File: src/rtl/vga_pkg.sv
// vga_pkg: default 640x480@60 timing, controller state type and geometry helpers
// shared by the raster timing generator and its pixel-enable divider.
package vga_pkg;

    localparam int DEF_H_VISIBLE = 640;
    localparam int DEF_H_FRONT   = 16;
    localparam int DEF_H_SYNC    = 96;
    localparam int DEF_H_BACK    = 48;
    localparam int DEF_V_VISIBLE = 480;
    localparam int DEF_V_FRONT   = 10;
    localparam int DEF_V_SYNC    = 2;
    localparam int DEF_V_BACK    = 33;

    typedef enum logic {
        IDLE = 1'b0,
        RUN  = 1'b1
    } vga_state_t;

    // Total pixels per line or lines per frame.
    function automatic int total_of(input int visible, input int front,
                                    input int sync, input int back);
        return visible + front + sync + back;
    endfunction

    // Counter width able to hold 0..total-1 (never narrower than one bit).
    function automatic int width_of(input int total);
        return (total > 1) ? $clog2(total) : 1;
    endfunction

endpackage

File: src/rtl/vga_pixel_enable.sv
// vga_pixel_enable: integer clock divider producing the one-clk pixel enable.
// The count restarts at 0 on the first RUN clk so pixel (0,0) always gets a
// full CLK_DIV period. pix_en_next is the lookahead the top uses to register
// its pixel strobes in the same cycle as pix_en.
module vga_pixel_enable
    import vga_pkg::*;
#(
    parameter int CLK_DIV = 1
)
(
    input  logic clk,
    input  logic reset,
    input  logic run,
    output logic pix_en,
    output logic pix_en_next
);

    localparam int                DIV_W    = width_of(CLK_DIV);
    localparam logic [DIV_W-1:0] DIV_LAST = DIV_W'(CLK_DIV - 1);

    logic             active;
    logic [DIV_W-1:0] div_cnt;
    logic [DIV_W-1:0] div_next;

    // Next divider value: zero while parked or on the first RUN clk, else wrap at CLK_DIV-1.
    always_comb begin
        div_next = '0;
        if (run && active && (div_cnt != DIV_LAST)) begin
            div_next = div_cnt + 1'b1;
        end
    end

    assign pix_en_next = run && (div_next == DIV_LAST);

    // Divider, run tracking and registered pixel enable.
    always_ff @(posedge clk or posedge reset) begin
        if (reset) begin
            active  <= 1'b0;
            div_cnt <= '0;
            pix_en  <= 1'b0;
        end else begin
            active  <= run;
            div_cnt <= div_next;
            pix_en  <= pix_en_next;
        end
    end

endmodule

File: src/rtl/vga_timing_gen.sv
// vga_timing_gen: parametrised raster timing generator with run/park control.
// Build macro VGA_FRAME_COUNT_EN adds a 16-bit frame_count output.
//
//   state | meaning
//   IDLE  | parked: position at origin, outputs at reset values
//   RUN   | raster advancing one pixel per pix_en
module vga_timing_gen
    import vga_pkg::*;
#(
    parameter int H_VISIBLE  = DEF_H_VISIBLE,
    parameter int H_FRONT    = DEF_H_FRONT,
    parameter int H_SYNC     = DEF_H_SYNC,
    parameter int H_BACK     = DEF_H_BACK,
    parameter int V_VISIBLE  = DEF_V_VISIBLE,
    parameter int V_FRONT    = DEF_V_FRONT,
    parameter int V_SYNC     = DEF_V_SYNC,
    parameter int V_BACK     = DEF_V_BACK,
    parameter bit H_SYNC_POL = 1'b0,
    parameter bit V_SYNC_POL = 1'b0,
    parameter int CLK_DIV    = 1,
    localparam int H_TOTAL   = total_of(H_VISIBLE, H_FRONT, H_SYNC, H_BACK),
    localparam int V_TOTAL   = total_of(V_VISIBLE, V_FRONT, V_SYNC, V_BACK),
    localparam int X_W       = width_of(H_TOTAL),
    localparam int Y_W       = width_of(V_TOTAL)
)
(
    input  logic           clk,
    input  logic           reset,
    input  logic           run,
    output logic           pix_en,
    output logic [X_W-1:0] pos_x,
    output logic [Y_W-1:0] pos_y,
    output logic           hsync,
    output logic           vsync,
    output logic           display_on,
    output logic           line_start,
    output logic           frame_start
`ifdef VGA_FRAME_COUNT_EN
    ,
    output logic [15:0]    frame_count
`endif
);

    // Every region bound fits the counter: the back porch keeps sync ends below the total.
    localparam logic [X_W-1:0] X_LAST   = X_W'(H_TOTAL - 1);
    localparam logic [X_W-1:0] X_VIS    = X_W'(H_VISIBLE);
    localparam logic [X_W-1:0] HS_BEGIN = X_W'(H_VISIBLE + H_FRONT);
    localparam logic [X_W-1:0] HS_END   = X_W'(H_VISIBLE + H_FRONT + H_SYNC);
    localparam logic [Y_W-1:0] Y_LAST   = Y_W'(V_TOTAL - 1);
    localparam logic [Y_W-1:0] Y_VIS    = Y_W'(V_VISIBLE);
    localparam logic [Y_W-1:0] VS_BEGIN = Y_W'(V_VISIBLE + V_FRONT);
    localparam logic [Y_W-1:0] VS_END   = Y_W'(V_VISIBLE + V_FRONT + V_SYNC);

    generate
        if (H_VISIBLE < 1 || H_FRONT < 1 || H_SYNC < 1 || H_BACK < 1 ||
            V_VISIBLE < 1 || V_FRONT < 1 || V_SYNC < 1 || V_BACK < 1 ||
            CLK_DIV < 1) begin : g_bad_params
            $error("vga_timing_gen: porch/sync/visible sizes and CLK_DIV must all be >= 1");
        end
    endgenerate

    vga_state_t     state;
    vga_state_t     state_next;
    logic [X_W-1:0] x_next;
    logic [Y_W-1:0] y_next;
    logic           pix_en_next;
    logic           run_next;
    logic           h_active;
    logic           v_active;
    logic           visible_next;

    vga_pixel_enable #(
        .CLK_DIV (CLK_DIV)
    ) u_pixel_enable (
        .clk         (clk),
        .reset       (reset),
        .run         (run),
        .pix_en      (pix_en),
        .pix_en_next (pix_en_next)
    );

    // State register.
    always_ff @(posedge clk or posedge reset) begin
        if (reset) begin
            state <= IDLE;
        end else begin
            state <= state_next;
        end
    end

    // Next state and next raster position; parking always returns to the origin.
    always_comb begin
        state_next = IDLE;
        x_next     = '0;
        y_next     = '0;
        case (state)
            IDLE: begin
                if (run) begin
                    state_next = RUN;
                end
            end
            RUN: begin
                if (run) begin
                    state_next = RUN;
                    x_next     = pos_x;
                    y_next     = pos_y;
                    if (pix_en) begin
                        if (pos_x == X_LAST) begin
                            x_next = '0;
                            y_next = (pos_y == Y_LAST) ? '0 : pos_y + 1'b1;
                        end else begin
                            x_next = pos_x + 1'b1;
                        end
                    end
                end
            end
            default: state_next = IDLE;
        endcase
    end

    // Region decodes from the next position so registered outputs line up with pos_x/pos_y.
    always_comb begin
        run_next     = (state_next == RUN);
        h_active     = run_next && (x_next >= HS_BEGIN) && (x_next < HS_END);
        v_active     = run_next && (y_next >= VS_BEGIN) && (y_next < VS_END);
        visible_next = run_next && (x_next < X_VIS) && (y_next < Y_VIS);
    end

    // Registered position, syncs, blanking and pixel strobes.
    always_ff @(posedge clk or posedge reset) begin
        if (reset) begin
            pos_x       <= '0;
            pos_y       <= '0;
            hsync       <= ~H_SYNC_POL;
            vsync       <= ~V_SYNC_POL;
            display_on  <= 1'b0;
            line_start  <= 1'b0;
            frame_start <= 1'b0;
        end else begin
            pos_x       <= x_next;
            pos_y       <= y_next;
            hsync       <= h_active ? H_SYNC_POL : ~H_SYNC_POL;
            vsync       <= v_active ? V_SYNC_POL : ~V_SYNC_POL;
            display_on  <= visible_next;
            line_start  <= pix_en_next && (x_next == '0);
            frame_start <= pix_en_next && (x_next == '0) && (y_next == '0);
        end
    end

`ifdef VGA_FRAME_COUNT_EN
    // Completed frames: bumps when the last pixel wraps to the origin; parking holds it.
    always_ff @(posedge clk or posedge reset) begin
        if (reset) begin
            frame_count <= '0;
        end else if (state == RUN && run && pix_en && pos_x == X_LAST && pos_y == Y_LAST) begin
            frame_count <= frame_count + 16'd1;
        end
    end
`endif

endmodule

File: config.mk
export PLATFORM = sky130hd
export DESIGN_NAME = vga_timing_gen
export DESIGN_NICKNAME = d
export VERILOG_FILES = /design/src/rtl/vga_pkg.sv /design/src/rtl/vga_pixel_enable.sv /design/src/rtl/vga_timing_gen.sv
export SDC_FILE = /design/constraint.sdc
export NUM_CORES = 1
export LEC_CHECK = 0
export BUFFER_PORTS_ARGS = -buffer_cell sky130_fd_sc_hd__buf_4
export CAP_MARGIN = 20
export CORE_MARGIN = 4
export CORE_UTILIZATION = 53
export CTS_BUF_LIST = sky130_fd_sc_hd__clkbuf_4 sky130_fd_sc_hd__clkbuf_8 sky130_fd_sc_hd__clkbuf_16
export DETAILED_ROUTE_END_ITERATION = 12
export PLACE_DENSITY = 0.84
export SLEW_MARGIN = 10
export SYNTH_ARGS = -nofsm -noshare
export SYNTH_HDL_FRONTEND = slang
export SYNTH_HIERARCHICAL = 1
export SYNTH_SLANG_ARGS = --single-unit
File: constraint.sdc
create_clock -name clk -period 2.5 [get_ports clk]
set_input_delay 0.5 -clock clk [delete_from_list [all_inputs] [get_ports clk]]
set_output_delay 0.5 -clock clk [all_outputs]
set_load 0.01 [all_outputs]
# After elaboration in Yosys (flattened, before gate mapping)
# Index checks and enable logic that the tools add are counted.
# Widths: inputs -> output; s select.
# totals
in_bits,3
romBits,0
ramBits,0
register_bits,29
latch_bits,0
n_memories,0
# classes
shift,0
order_cmp,6
n_eq_ne,2
n_div,0
add_sub_neg,3
mul,0
muxes,13
n_reduce_logical,13
bitwise_logic,1
# ops
operator,count
$mux 10,9
$add 10x1->10 const B,2
$eq 10x10->1 const B,2
$logic_not 10->1,2
$lt 10x10->1 const B,2
$lt 10x9->1 const B,2
$logic_and 1x1->1,11
$ge 10x10->1 const B,1
$ge 10x9->1 const B,1
$mux 1,4
$add 1x1->1 const B,1
$not 1->1,1

# Longest topological paths before layout
# logic_depth
depth_word,10
ltp_mapped,9
ltp_nobuf,8

# Hierarchy
# Netlist, hierarchy kept.
# modules_own_cells
module,seq_area_each_um2,area_each_um2,n_inst,cells_each
vga_timing_gen,653.1,1589.0,1,171
vga_pixel_enable,25.0,32.5,1,3

# Least setup slack after synthesis
# OpenSTA, ideal clock, no wires.
# synth_path
path_kind,reg2reg
from,reg u_pixel_enable.pix_en
to,reg vsync
required_ns,2.412
slack_ns,0.297
n_path_buf,2
path_stages_with_launch,9
arrival_ns,2.115
path_cell_list,dfrtp_1 > buf_4 > and4_1 > buf_6 > nand4_4 > or4_4 > a21oi_2 > nand4bb_1 > or3_1
# synth_via
elab_chain_len,7
# synth_rtl
item,line_no,text
"start, declared",vga_pixel_enable.sv:14,"output logic pix_en,"
"start signal, assigned",vga_pixel_enable.sv:44,pix_en <= pix_en_next;
$mux 10 *,vga_timing_gen.sv:107,if (pix_en) begin
$mux 10 *,vga_timing_gen.sv:103,if (run) begin
$mux 10 *,vga_timing_gen.sv:96,case (state)
$ge 10x9->1,vga_timing_gen.sv:125,v_active = run_next && (y_next >= VS_BEGIN) && (y_next < VS_END);
$logic_and 1x1->1,vga_timing_gen.sv:125,
$logic_and 1x1->1 *,vga_timing_gen.sv:125,
$mux 1 *,vga_timing_gen.sv:143,vsync <= v_active ? V_SYNC_POL : ~V_SYNC_POL;
"end signal, assigned",vga_timing_gen.sv:135,vsync <= ~V_SYNC_POL;
"end signal, assigned",vga_timing_gen.sv:143,
"end, declared",vga_timing_gen.sv:34,"output logic vsync,"
# Mark *: on every way between the ends. The rest lies on a longest branch, timed or not.

# Final worst setup path
# layout_path
from,reg pos_x[4]
to,reg vsync
# layout_via
elab_chain_len,9
# layout_rtl
item,line_no,text
"start, declared",vga_timing_gen.sv:31,"output logic [X_W-1:0] pos_x,"
"start signal, assigned",vga_timing_gen.sv:140,pos_x <= x_next;
$eq 10x10->1 *,vga_timing_gen.sv:108,if (pos_x == X_LAST) begin
$mux 10 *,vga_timing_gen.sv:108,
$mux 10 *,vga_timing_gen.sv:107,
$mux 10 *,vga_timing_gen.sv:103,
$mux 10 *,vga_timing_gen.sv:96,
$ge 10x9->1,vga_timing_gen.sv:125,
$logic_and 1x1->1,vga_timing_gen.sv:125,
$logic_and 1x1->1 *,vga_timing_gen.sv:125,
$mux 1 *,vga_timing_gen.sv:143,
# Marks and branches as above.

==> run metrics <==
syn avg cell area=9.32 um^2; endpoints failing hold=0; routing usage on met1=27.6%; 1st-iter DRT viols=93; DR vias/cell=6.09; Ys Warns=6; VDD IR max=249 uV; HP Start=run; Worst Path Arrival=2.62 ns; Placer Congestion=0.900; highest clock rate=426 MHz; sequential cell area=678 um^2; hold path cells=1; clock skew=0.00127 ns; GR peak layer=met2; clock latency on the worst-skew pair=0.33 ns; GRT Overall Usage=20.4%; RSZ-0062 raised after global routing=no; share of layout cells above drive strength 1=27.7%; grt met3 use=3.55%; WL final=3910 um; Die H=63.3 um; Longest Clk Path Bufs=2; Gate power share=8.0%; core area=0.00283 mm^2; most frequent cells in the layout=buf_4 (41), dfrtp_1 (25), nand2_1 (22), nor2_1 (19), xnor2_1 (13); Final ANT Viol Nets=0; CP startpoint=pos_x[4]; Clock power frac=29.1%; pin count of the biggest net entering global routing=27; Max Cap Viol=0; Slew Viols, Final=0; # fillers=224; final instance area=0.00196 mm^2; worst r2r src=pos_x[4]; CP delay by family, top=simple AND/OR/NAND/NOR gates; final setup TNS=0 ns; dpl cell area=0.00192 mm^2; status=finished clean; CTS tree=done; number of H-tree levels=1; synth top area cells=dfrtp_1 (39%), xnor2_1 (7.0%), nand2_1 (5.1%); Hold Path Class=primary input to flip-flop; Internal Power=533 uW; Cell Count Post-Placement=239; die area=0.00401 mm^2; Startpoint Class=flip-flop; Register-to-Register Path Depth=6; Worst slew margin=70.2%; Slew @ Worst Pin=0.443 ns; Synth cell types=43; Synth async-reset ratio=100%; Reg power frac=62.9%; CTS resizes=0; Post-synth EDFFs=0; number of global-route vias before repair=1415; CTS root buf=clkbuf_4; CP max-delay cell=or4_4; Yosys reg bits=27; global-route wire length before repair=6560 um; Synth Cell Area=0.00162 mm^2; Hold Worst Slack=0.319 ns; initial antenna violation count=0; Seq/Total Area, Yosys=41.8%; I/O Pins=29; HPWL Detailed=3050 um; worst endpoint required time=2.78 ns; Multi-input gate area=862 um^2; DRC Markers=0; critical path's largest stage delay=0.59 ns; post-synth top area share=38.6%; main flop type after synthesis=dfrtp_1; fin crit share=93.9%; CTS clk-pin slew, worst paths=0.16 ns; Post-Syn Nets=180; Overflow after GRT=0; clk sinks=27; Mapped Cells=174; Pleak=0.000847 uW; Diodes inserted=0; CTS Buf Count=3; final setup fails=0; sw power=177 uW; Initial DRT Pass Iterations=4; Via Count=1486; final non-filler cell total=244; worst path buffer plus inverter count=0; Pwr Density=362 mW/mm^2; row count=19; initial core utilization=57.3%; kind of critical path=flip-flop to flip-flop; commonest non-fill, non-tap cell in the layout=buf_4; Final nets=220; DIE WIDTH=63.3 um; Layout area overhead=20.8%; GRT met2 Usage=32.9%; crit path max fanout=13; CP Cell Sequence=and4_1, nand4_4, or4_4, a21oi_2, nand4bb_1, or3_1; Port Buffers=28; CP Capture Type=flip-flop; Crit path depth=6; switch share=24.9%; Final min period=2.35 ns; average wire per standard cell=16.0 um; Yosys top cell by area=dfrtp_1
-- sequential cells by signal, summed over array words and instances, names as in the netlist --
signal	count
pos_x	10
pos_y	10
display_on	1
frame_start	1
hsync	1
line_start	1
state	1
u_pixel_enable/pix_en	1
vsync	1
-- layer usage --
| layer | wire, um | part of all wire (%) | up-vias |
|---|---|---|---|
| met2 | 1880 | 48 | 89 |
| met3 | 337 | 8.6 | 12 |
| li1 | - | - | 695 |
| met1 | 1610 | 41 | 690 |
| met5 | 0 | 0 | - |
| met4 | 88 | 2.2 | 0 |
-- cell usage after synthesis (2+ instances only) --
cell,n
buf_4,2
xnor2_1,13
and4_1,2
nor3_1,6
buf_2,2
or4_4,2
or3_1,4
ha_1,3
inv_1,8
o31ai_1,2
nor4_1,3
nand2_1,22
nand4_1,7
a211oi_1,2
dfrtp_1,25
o21ai_0,6
dfstp_2,2
buf_6,2
xor2_1,4
a21o_1,2
nand4bb_1,2
a21oi_2,2
mux2i_1,2
nand3_1,7
or2_2,2
a21oi_1,4
nor2_1,19
a31oi_1,2
-- layout make-up --
cell class | instances | area share, %
multi-input combinational | 132 | 44.0
sequential | 27 | 34.6
timing repair buffer | 42 | 16.2
tap | 31 | 1.98
inverter | 8 | 1.53
clock buffer | 3 | 1.15
clock inverter | 1 | 0.447
-- through the flow --
stage	util, %	setup WS (ns)	power [uW]
global route	69.2	0.0355	735
detailed placement	67.8	0.199	510
floorplan	-	0.297	486
CTS	69.2	0.178	712
global placement	67.8	0.257	509
finish	69.2	0.153	709
-- path summary, 6_finish.rpt --
check | slack, ns | end
worst max-delay path | 0.15 | vsync
worst min-delay path | 0.32 | state
worst max register to register | 0.15 | vsync
worst min register to register | 0.69 | pos_x[1]
max in group asynchronous | 1.46 | hsync
min in group asynchronous | 0.54 | u_pixel_enable/pix_en
-- worst reg2reg max path, delay by kind of cell, from the launching register on --
kind | cells | cell delay [ns]
compound gates | 1 | 0.16
flops | 1 | 0.43
simple gates | 5 | 1.70
-- power by group through the flow --
stage	logic, uW	clock network (uW)	registers, uW
floorplan	27.5	0	458
detailed placement	56.4	0	454
global route	63.8	224	447
finish	56.8	207	446
global placement	55.3	0	454
CTS	58.1	208	446
-- cells by family (layout without fill, tap and decap cells) --
kind of cell             Yosys count  count (layout)  share of synthesized area, %
flip-flops                        27              27                          41.8
AO/OA/AOI/OAI                     25              25                          11.1
XOR/XNOR                          17              17                          9.18
buffers and inverters             15              54                          5.01
adder cells (fa/ha/maj)            3               3                          2.32
multiplexers                       2               2                          1.23
AND/OR/NAND/NOR                   85              85                          29.3
-- timing repair --
item                                   in CTS  in global routing
hold buffers                                1                  0
endpoints found under the hold margin       1                  0
setup buffers                               0                  0
(Power assumes the default switching activity.)
